--- config.mk ---
export PLATFORM = sky130hd
export DESIGN_NAME = wb_select_pipe_flat
export DESIGN_NICKNAME = d
export VERILOG_FILES = /design/src/rtl/wb_select_pipe_if.sv /design/src/rtl/wb_select_pipe.sv /design/src/flat_wrapper.sv
export SDC_FILE = /design/constraint.sdc
export NUM_CORES = 1
export LEC_CHECK = 0
export BUFFER_PORTS_ARGS = -buffer_cell sky130_fd_sc_hd__buf_2
export CORE_AREA = 2 2 85 87
export CTS_BUF_LIST = sky130_fd_sc_hd__clkbuf_2
export DETAILED_ROUTE_END_ITERATION = 6
export DIE_AREA = 0 0 87 89
export GPL_TIMING_DRIVEN = 0
export PLACE_DENSITY = 0.76
export SYNTH_ARGS = -nofsm -noshare
export SYNTH_HDL_FRONTEND = slang
export SYNTH_SLANG_ARGS = --single-unit
--- constraint.sdc ---
create_clock -name Clk -period 2 [get_ports Clk]
set_input_delay 0 -clock Clk [delete_from_list [all_inputs] [get_ports Clk]]
set_output_delay 0 -clock Clk [all_outputs]
set_load 0.005 [all_outputs]
--- src/rtl/wb_select_pipe_if.sv ---
// Handshake bundle between the write-back select stage and its neighbours.
// The master side drives selection and sources; the slave side is the stage.
interface wb_select_pipe_if #(
    parameter int WIDTH   = 16,
    parameter int NUM_SRC = 4,
    parameter int SEL_W   = (NUM_SRC > 1) ? $clog2(NUM_SRC) : 1,
    parameter int CNT_W   = 16
);
    logic [SEL_W-1:0]         Sel;
    logic [NUM_SRC*WIDTH-1:0] SrcData;
    logic                     InValid;
    logic                     InReady;
    logic [WIDTH-1:0]         WriteData;
    logic [SEL_W-1:0]         WriteSel;
    logic                     OutValid;
    logic                     OutReady;
    logic                     SelErr;
    logic [CNT_W-1:0]         XferCount;

    modport master (
        output Sel, SrcData, InValid, OutReady,
        input  InReady, WriteData, WriteSel, OutValid, SelErr, XferCount
    );

    modport slave (
        input  Sel, SrcData, InValid, OutReady,
        output InReady, WriteData, WriteSel, OutValid, SelErr, XferCount
    );
endinterface

--- src/rtl/wb_select_pipe.sv ---
// Registered N-source write-back select with a 2-entry skid buffer feeding
// the register-file write port; also tracks illegal selects and write count.
module wb_select_pipe #(
    parameter int WIDTH   = 16,
    parameter int NUM_SRC = 4,
    parameter int SEL_W   = (NUM_SRC > 1) ? $clog2(NUM_SRC) : 1,
    parameter int CNT_W   = 16
) (
    input logic              Clk,
    input logic              Reset,
    wb_select_pipe_if.slave  bus
);

    typedef enum logic [1:0] {
        OCC_EMPTY = 2'd0,
        OCC_ONE   = 2'd1,
        OCC_FULL  = 2'd2
    } occ_e;

    occ_e             occ_q, occ_d;
    logic [WIDTH-1:0] head_data_q, head_data_d;
    logic [WIDTH-1:0] tail_data_q, tail_data_d;
    logic [SEL_W-1:0] head_sel_q, head_sel_d;
    logic [SEL_W-1:0] tail_sel_q, tail_sel_d;
    logic             sel_err_q, sel_err_d;
    logic [CNT_W-1:0] xfer_q, xfer_d;

    logic             in_ready;
    logic             out_valid;
    logic             push;
    logic             pop;
    logic             sel_legal;
    logic [WIDTH-1:0] pick_data;

    // Out-of-range selects fall through the loop and capture zero.
    always_comb begin
        pick_data = '0;
        for (int k = 0; k < NUM_SRC; k++) begin
            if (bus.Sel == SEL_W'(k)) begin
                pick_data = bus.SrcData[k*WIDTH +: WIDTH];
            end
        end
        sel_legal = ({1'b0, bus.Sel} < (SEL_W+1)'(NUM_SRC));
    end

    assign in_ready  = (occ_q != OCC_FULL);
    assign out_valid = (occ_q != OCC_EMPTY);
    assign push      = bus.InValid & in_ready;
    assign pop       = out_valid & bus.OutReady;

    assign bus.InReady   = in_ready;
    assign bus.OutValid  = out_valid;
    assign bus.WriteData = head_data_q;
    assign bus.WriteSel  = head_sel_q;
    assign bus.SelErr    = sel_err_q;
    assign bus.XferCount = xfer_q;

    always_comb begin
        occ_d       = occ_q;
        head_data_d = head_data_q;
        head_sel_d  = head_sel_q;
        tail_data_d = tail_data_q;
        tail_sel_d  = tail_sel_q;
        sel_err_d   = sel_err_q | (push & ~sel_legal);
        xfer_d      = pop ? xfer_q + CNT_W'(1) : xfer_q;

        unique case (occ_q)
            OCC_EMPTY: begin
                if (push) begin
                    head_data_d = pick_data;
                    head_sel_d  = bus.Sel;
                    occ_d       = OCC_ONE;
                end
            end
            OCC_ONE: begin
                // Push with pop replaces the head directly so streaming has no bubble.
                if (push && pop) begin
                    head_data_d = pick_data;
                    head_sel_d  = bus.Sel;
                end else if (push) begin
                    tail_data_d = pick_data;
                    tail_sel_d  = bus.Sel;
                    occ_d       = OCC_FULL;
                end else if (pop) begin
                    occ_d       = OCC_EMPTY;
                end
            end
            OCC_FULL: begin
                if (pop) begin
                    head_data_d = tail_data_q;
                    head_sel_d  = tail_sel_q;
                    occ_d       = OCC_ONE;
                end
            end
            default: begin
                occ_d = OCC_EMPTY;
            end
        endcase
    end

    always_ff @(posedge Clk) begin
        if (Reset) begin
            occ_q       <= OCC_EMPTY;
            head_data_q <= '0;
            head_sel_q  <= '0;
            tail_data_q <= '0;
            tail_sel_q  <= '0;
            sel_err_q   <= 1'b0;
            xfer_q      <= '0;
        end else begin
            occ_q       <= occ_d;
            head_data_q <= head_data_d;
            head_sel_q  <= head_sel_d;
            tail_data_q <= tail_data_d;
            tail_sel_q  <= tail_sel_d;
            sel_err_q   <= sel_err_d;
            xfer_q      <= xfer_d;
        end
    end

endmodule

--- src/flat_wrapper.sv ---
// flat-port wrapper written by rule: the top's interface ports become plain ports
module wb_select_pipe_flat 
#(
    parameter int WIDTH   = 16,
    parameter int NUM_SRC = 4,
    parameter int SEL_W   = (NUM_SRC > 1) ? $clog2(NUM_SRC) : 1,
    parameter int CNT_W   = 16
)
  (Clk, Reset, bus_Sel, bus_SrcData, bus_InValid, bus_OutReady, bus_InReady, bus_WriteData, bus_WriteSel, bus_OutValid, bus_SelErr, bus_XferCount);
  wb_select_pipe_if #(.WIDTH(WIDTH), .NUM_SRC(NUM_SRC), .SEL_W(SEL_W), .CNT_W(CNT_W)) bus_i ();
  input logic Clk;
  input logic Reset;
  input wire logic [$bits(bus_i.Sel)-1:0] bus_Sel;
  input wire logic [$bits(bus_i.SrcData)-1:0] bus_SrcData;
  input wire logic [$bits(bus_i.InValid)-1:0] bus_InValid;
  input wire logic [$bits(bus_i.OutReady)-1:0] bus_OutReady;
  output wire logic [$bits(bus_i.InReady)-1:0] bus_InReady;
  output wire logic [$bits(bus_i.WriteData)-1:0] bus_WriteData;
  output wire logic [$bits(bus_i.WriteSel)-1:0] bus_WriteSel;
  output wire logic [$bits(bus_i.OutValid)-1:0] bus_OutValid;
  output wire logic [$bits(bus_i.SelErr)-1:0] bus_SelErr;
  output wire logic [$bits(bus_i.XferCount)-1:0] bus_XferCount;
  assign bus_i.Sel = bus_Sel;
  assign bus_i.SrcData = bus_SrcData;
  assign bus_i.InValid = bus_InValid;
  assign bus_i.OutReady = bus_OutReady;
  assign bus_InReady = bus_i.InReady;
  assign bus_WriteData = bus_i.WriteData;
  assign bus_WriteSel = bus_i.WriteSel;
  assign bus_OutValid = bus_i.OutValid;
  assign bus_SelErr = bus_i.SelErr;
  assign bus_XferCount = bus_i.XferCount;
  wb_select_pipe #(.WIDTH(WIDTH), .NUM_SRC(NUM_SRC), .SEL_W(SEL_W), .CNT_W(CNT_W)) u_core (.Clk(Clk), .Reset(Reset), .bus(bus_i));
endmodule
==> flow_metrics.py <==
metrics = {
    "clock_tree": {
        "clockBufferDepth": 2,
        "cts_tree": "yes",
        "cts_buffers": 5,
        "clk_pin_slew_ps": 310,
        "post-cts-setup-buffers": 0,
        "h-tree-depth": 2,
        "cts_root_buf": "clkbuf_2",
        "worstSkewPairLatency_ps": 490,
        "cts_sinks": 54,
    },
    "sta": {
        "rsz0062_at_grt": "false",
        "slew_viol_final": 0,
        "setup_violations": 0,
        "slew_headroom_pct": 66.5,
        "tns_ps": 0,
        "hold_viol": 3,
        "final.period_utilization_pct": 88.4,
        "holdWs_ps": -8.98,
        "tightest_slew_ps": 503,
        "timing.final.crit_period_ps": 1770,
        "clock_skew_ps": 38.9,
        "timing.fmax_mhz": 565,
    },
    "logic_synthesis": {
        "yosys-top-cells-area": "dfxtp_1 (40%), mux4_2 (13%), nand2_1 (11%)",
        "yosysTopAreaCell": "dfxtp_1",
        "syn_area_mm2": 0.00267,
        "ys.flop_type": "dfxtp_1",
        "synth-async-reset-ratio_pct": 0,
        "synth_area_per_cell_um2": 8.81,
        "synth_most_common_cell": "nand2_1",
        "ys_top_cells_by_count": "nand2_1 (78), dfxtp_1 (54), nor2_1 (34)",
        "seq_area_frac_synth_pct": 40.5,
        "synth_top_area_share_pct": 40.5,
        "syn_inst": 303,
        "ys_types": 39,
        "synth_seq_cells": 54,
        "synth_edf_count": 0,
        "syn_nets": 374,
        "yosys_warnings": 0,
    },
    "power": {
        "combPwrFrac_pct": 20.0,
        "cellInternalPower_uw": 1440,
        "switching_share_pct": 29.3,
        "ir_worst_vdd_mv": 0.279,
        "power_density_mw_per_mm2": 582,
        "p_sw_uw": 595,
        "cellLeakagePower_uw": 0.00148,
        "seqPwrFrac_pct": 57.1,
        "pwr-share-clk_pct": 22.9,
    },
    "worst_setup_path": {
        "worst_setup_path_start_kind": "register",
        "crit_path_start": "u_core.bus.XferCount[6]",
        "end_kind": "register",
        "crit_type": "register to register",
        "r2r_cells": 4,
        "crit_path_max_incr_delay_ps": 500,
        "reg2reg_to": "u_core.bus.XferCount[13]",
        "reg2reg_slack_ps": 230,
        "cp_max_fo": 7,
        "slowest_stage": "dfxtp_1",
        "worstSetupEndpoint": "u_core.bus.XferCount[13]",
        "r2r_start": "u_core.bus.XferCount[6]",
        "cp_data_arrival_time_ps": 2150,
        "path_cells": "nand4_2, or3_4, nor4_1, mux2_1",
        "cp_data_required_time_ps": 2380,
    },
    "detailed_routing": {
        "drt-met1-wl_um": 2900,
        "ant_nets": 0,
        "wl_per_cell_um": 13.8,
        "wl_met2_um": 3490,
        "drt_pass1_iterations": 4,
        "vias_per_cell": 5.20,
        "top_layer": "met4",
        "wirelength_um": 7020,
        "route.vias.total": 2649,
        "initialDrtViolationCount": 127,
        "wl_met3_um": 571,
        "drc_errors": 0,
    },
    "global_route": {
        "grt_pass1_vias": 2447,
        "grt_pass1_wl_um": 11400,
        "grt_max_degree": 19,
        "grt_overflow_total": 0,
        "grt_usage_pct": 18.7,
        "antenna_found_initial": 0,
    },
    "layout": {
        "fillers": 663,
        "area_growth_pct": 30.7,
        "layout-drive-gt1-share_pct": 35.0,
        "layout.nets": 499,
        "final_area_mm2": 0.00349,
        "diodes": 0,
    },
    "floorplanning": {
        "die_w_um": 87,
        "fp.dieArea_mm2": 0.00774,
        "rows": 30,
        "pin_count": 107,
        "die_h_um": 89,
        "start_util_pct": 39.7,
        "core_mm2": 0.00672,
    },
    "status": {
        "outcome": "finished, violations left",
        "violations": "hold timing",
    },
    "hold_path": {
        "holdPathStages": 4,
        "hp-class": "primary input to register",
    },
    "place": {
        "gp_congestion": 0.870,
        "hpwlAfterDp_um": 5150,
        "io_buffers": 102,
        "place_area_mm2": 0.00328,
    },
    "flow_run": {
        "maxCapViolations": 0,
    },
}
## timing repair
item                                   CTS  global route
setup endpoints to repair                1             1
gates resized for setup                  1             1
endpoints found under the hold margin   12             1
hold buffers                            14             2
## state kept, by name, summed over array words and instances (netlist names)
register and flops:
u_core.bus.WriteSel 2, u_core.tail_data_q 16, u_core.bus.WriteData 16, u_core.occ_q 2, u_core.bus.XferCount 16, u_core.tail_sel_q 2
## power groups by stage
stage               Combinational [uW]  Clock [uW]  Sequential (uW)
finish                             407         465             1160
global route                       458         514             1170
CTS                                407         471             1160
detailed placement                 378           0             1180
global placement                   369           0             1180
floorplan                          217           0             1180
## how the worst min path moves through the flow
stage | from | endpoint | slack [ps]
final | bus_SrcData[14] | u_core.tail_data_q[14] | -9
after global routing | bus_SrcData[38] | u_core.tail_data_q[6] | 7
after CTS | bus_SrcData[38] | u_core.tail_data_q[6] | 0.3
after detailed placement | bus_OutReady | u_core.occ_q[1] | 330
after global placement | bus_OutReady | u_core.occ_q[1] | 310
after floorplan | Reset | u_core.bus.XferCount[15] | 240
## area by class of cell
class	instances	area (um^2)	area share (%)
Timing Repair Buffer	118	671	19.2
Sequential cell	54	1080	31.0
Inverter	5	18.8	0.538
Clock inverter	3	23.8	0.681
Buffer	22	108	3.08
Multi-Input combinational cell	222	1460	41.9
Clock buffer	5	25.0	0.717
Tap cell	80	100	2.87
## cells by family after synthesis
logic type               synth area share (%)
AND/OR/NAND/NOR                          23.0
flip-flops                               40.5
AO/OA/AOI/OAI                            12.8
buffers and inverters                    4.69
multiplexers                             15.1
XOR/XNOR                                 3.28
adder cells (fa/ha/maj)                 0.469
other                                   0.140
## stage by stage
stage | utilization (%) | std cells | setup slack [ps] | total power, uW
2_1_floorplan | - | 303 | 405 | 1400
3_3_place_gp | 48.8 | 485 | 343 | 1540
3_5_place_dp | 48.8 | 485 | 303 | 1560
4_1_cts | 51.7 | 507 | 17.9 | 2040
5_1_grt | 52.0 | 509 | 90.2 | 2140
6_report | 52.0 | 509 | 232 | 2030
## critical path: cells and delay by family (launching register included)
family,cells,cell delay [ps]
DFF,1,500
and+or+nand+nor,3,830
muxes,1,350
## cell usage in the layout (no fill, tap or decap), drive strengths merged, types with 3 or more instances in the layout
cell type,n
a21oi,23
a311oi,18
buf,115
clkbuf,14
dfxtp,54
dlygate4sd3,16
inv,6
mux4,16
nand2,78
nand3,4
nor2,34
nor2b,4
nor3,4
nor4,5
o21ai,3
or3,4
xnor2,8
## routing by layer
layer,track usage [%],vias up
met2,33.5,114
met3,2.95,7
met5,0,-
met4,4.97,0
li1,-,1313
met1,23.3,1215
Note: power is estimated with default switching activity, not from simulation.
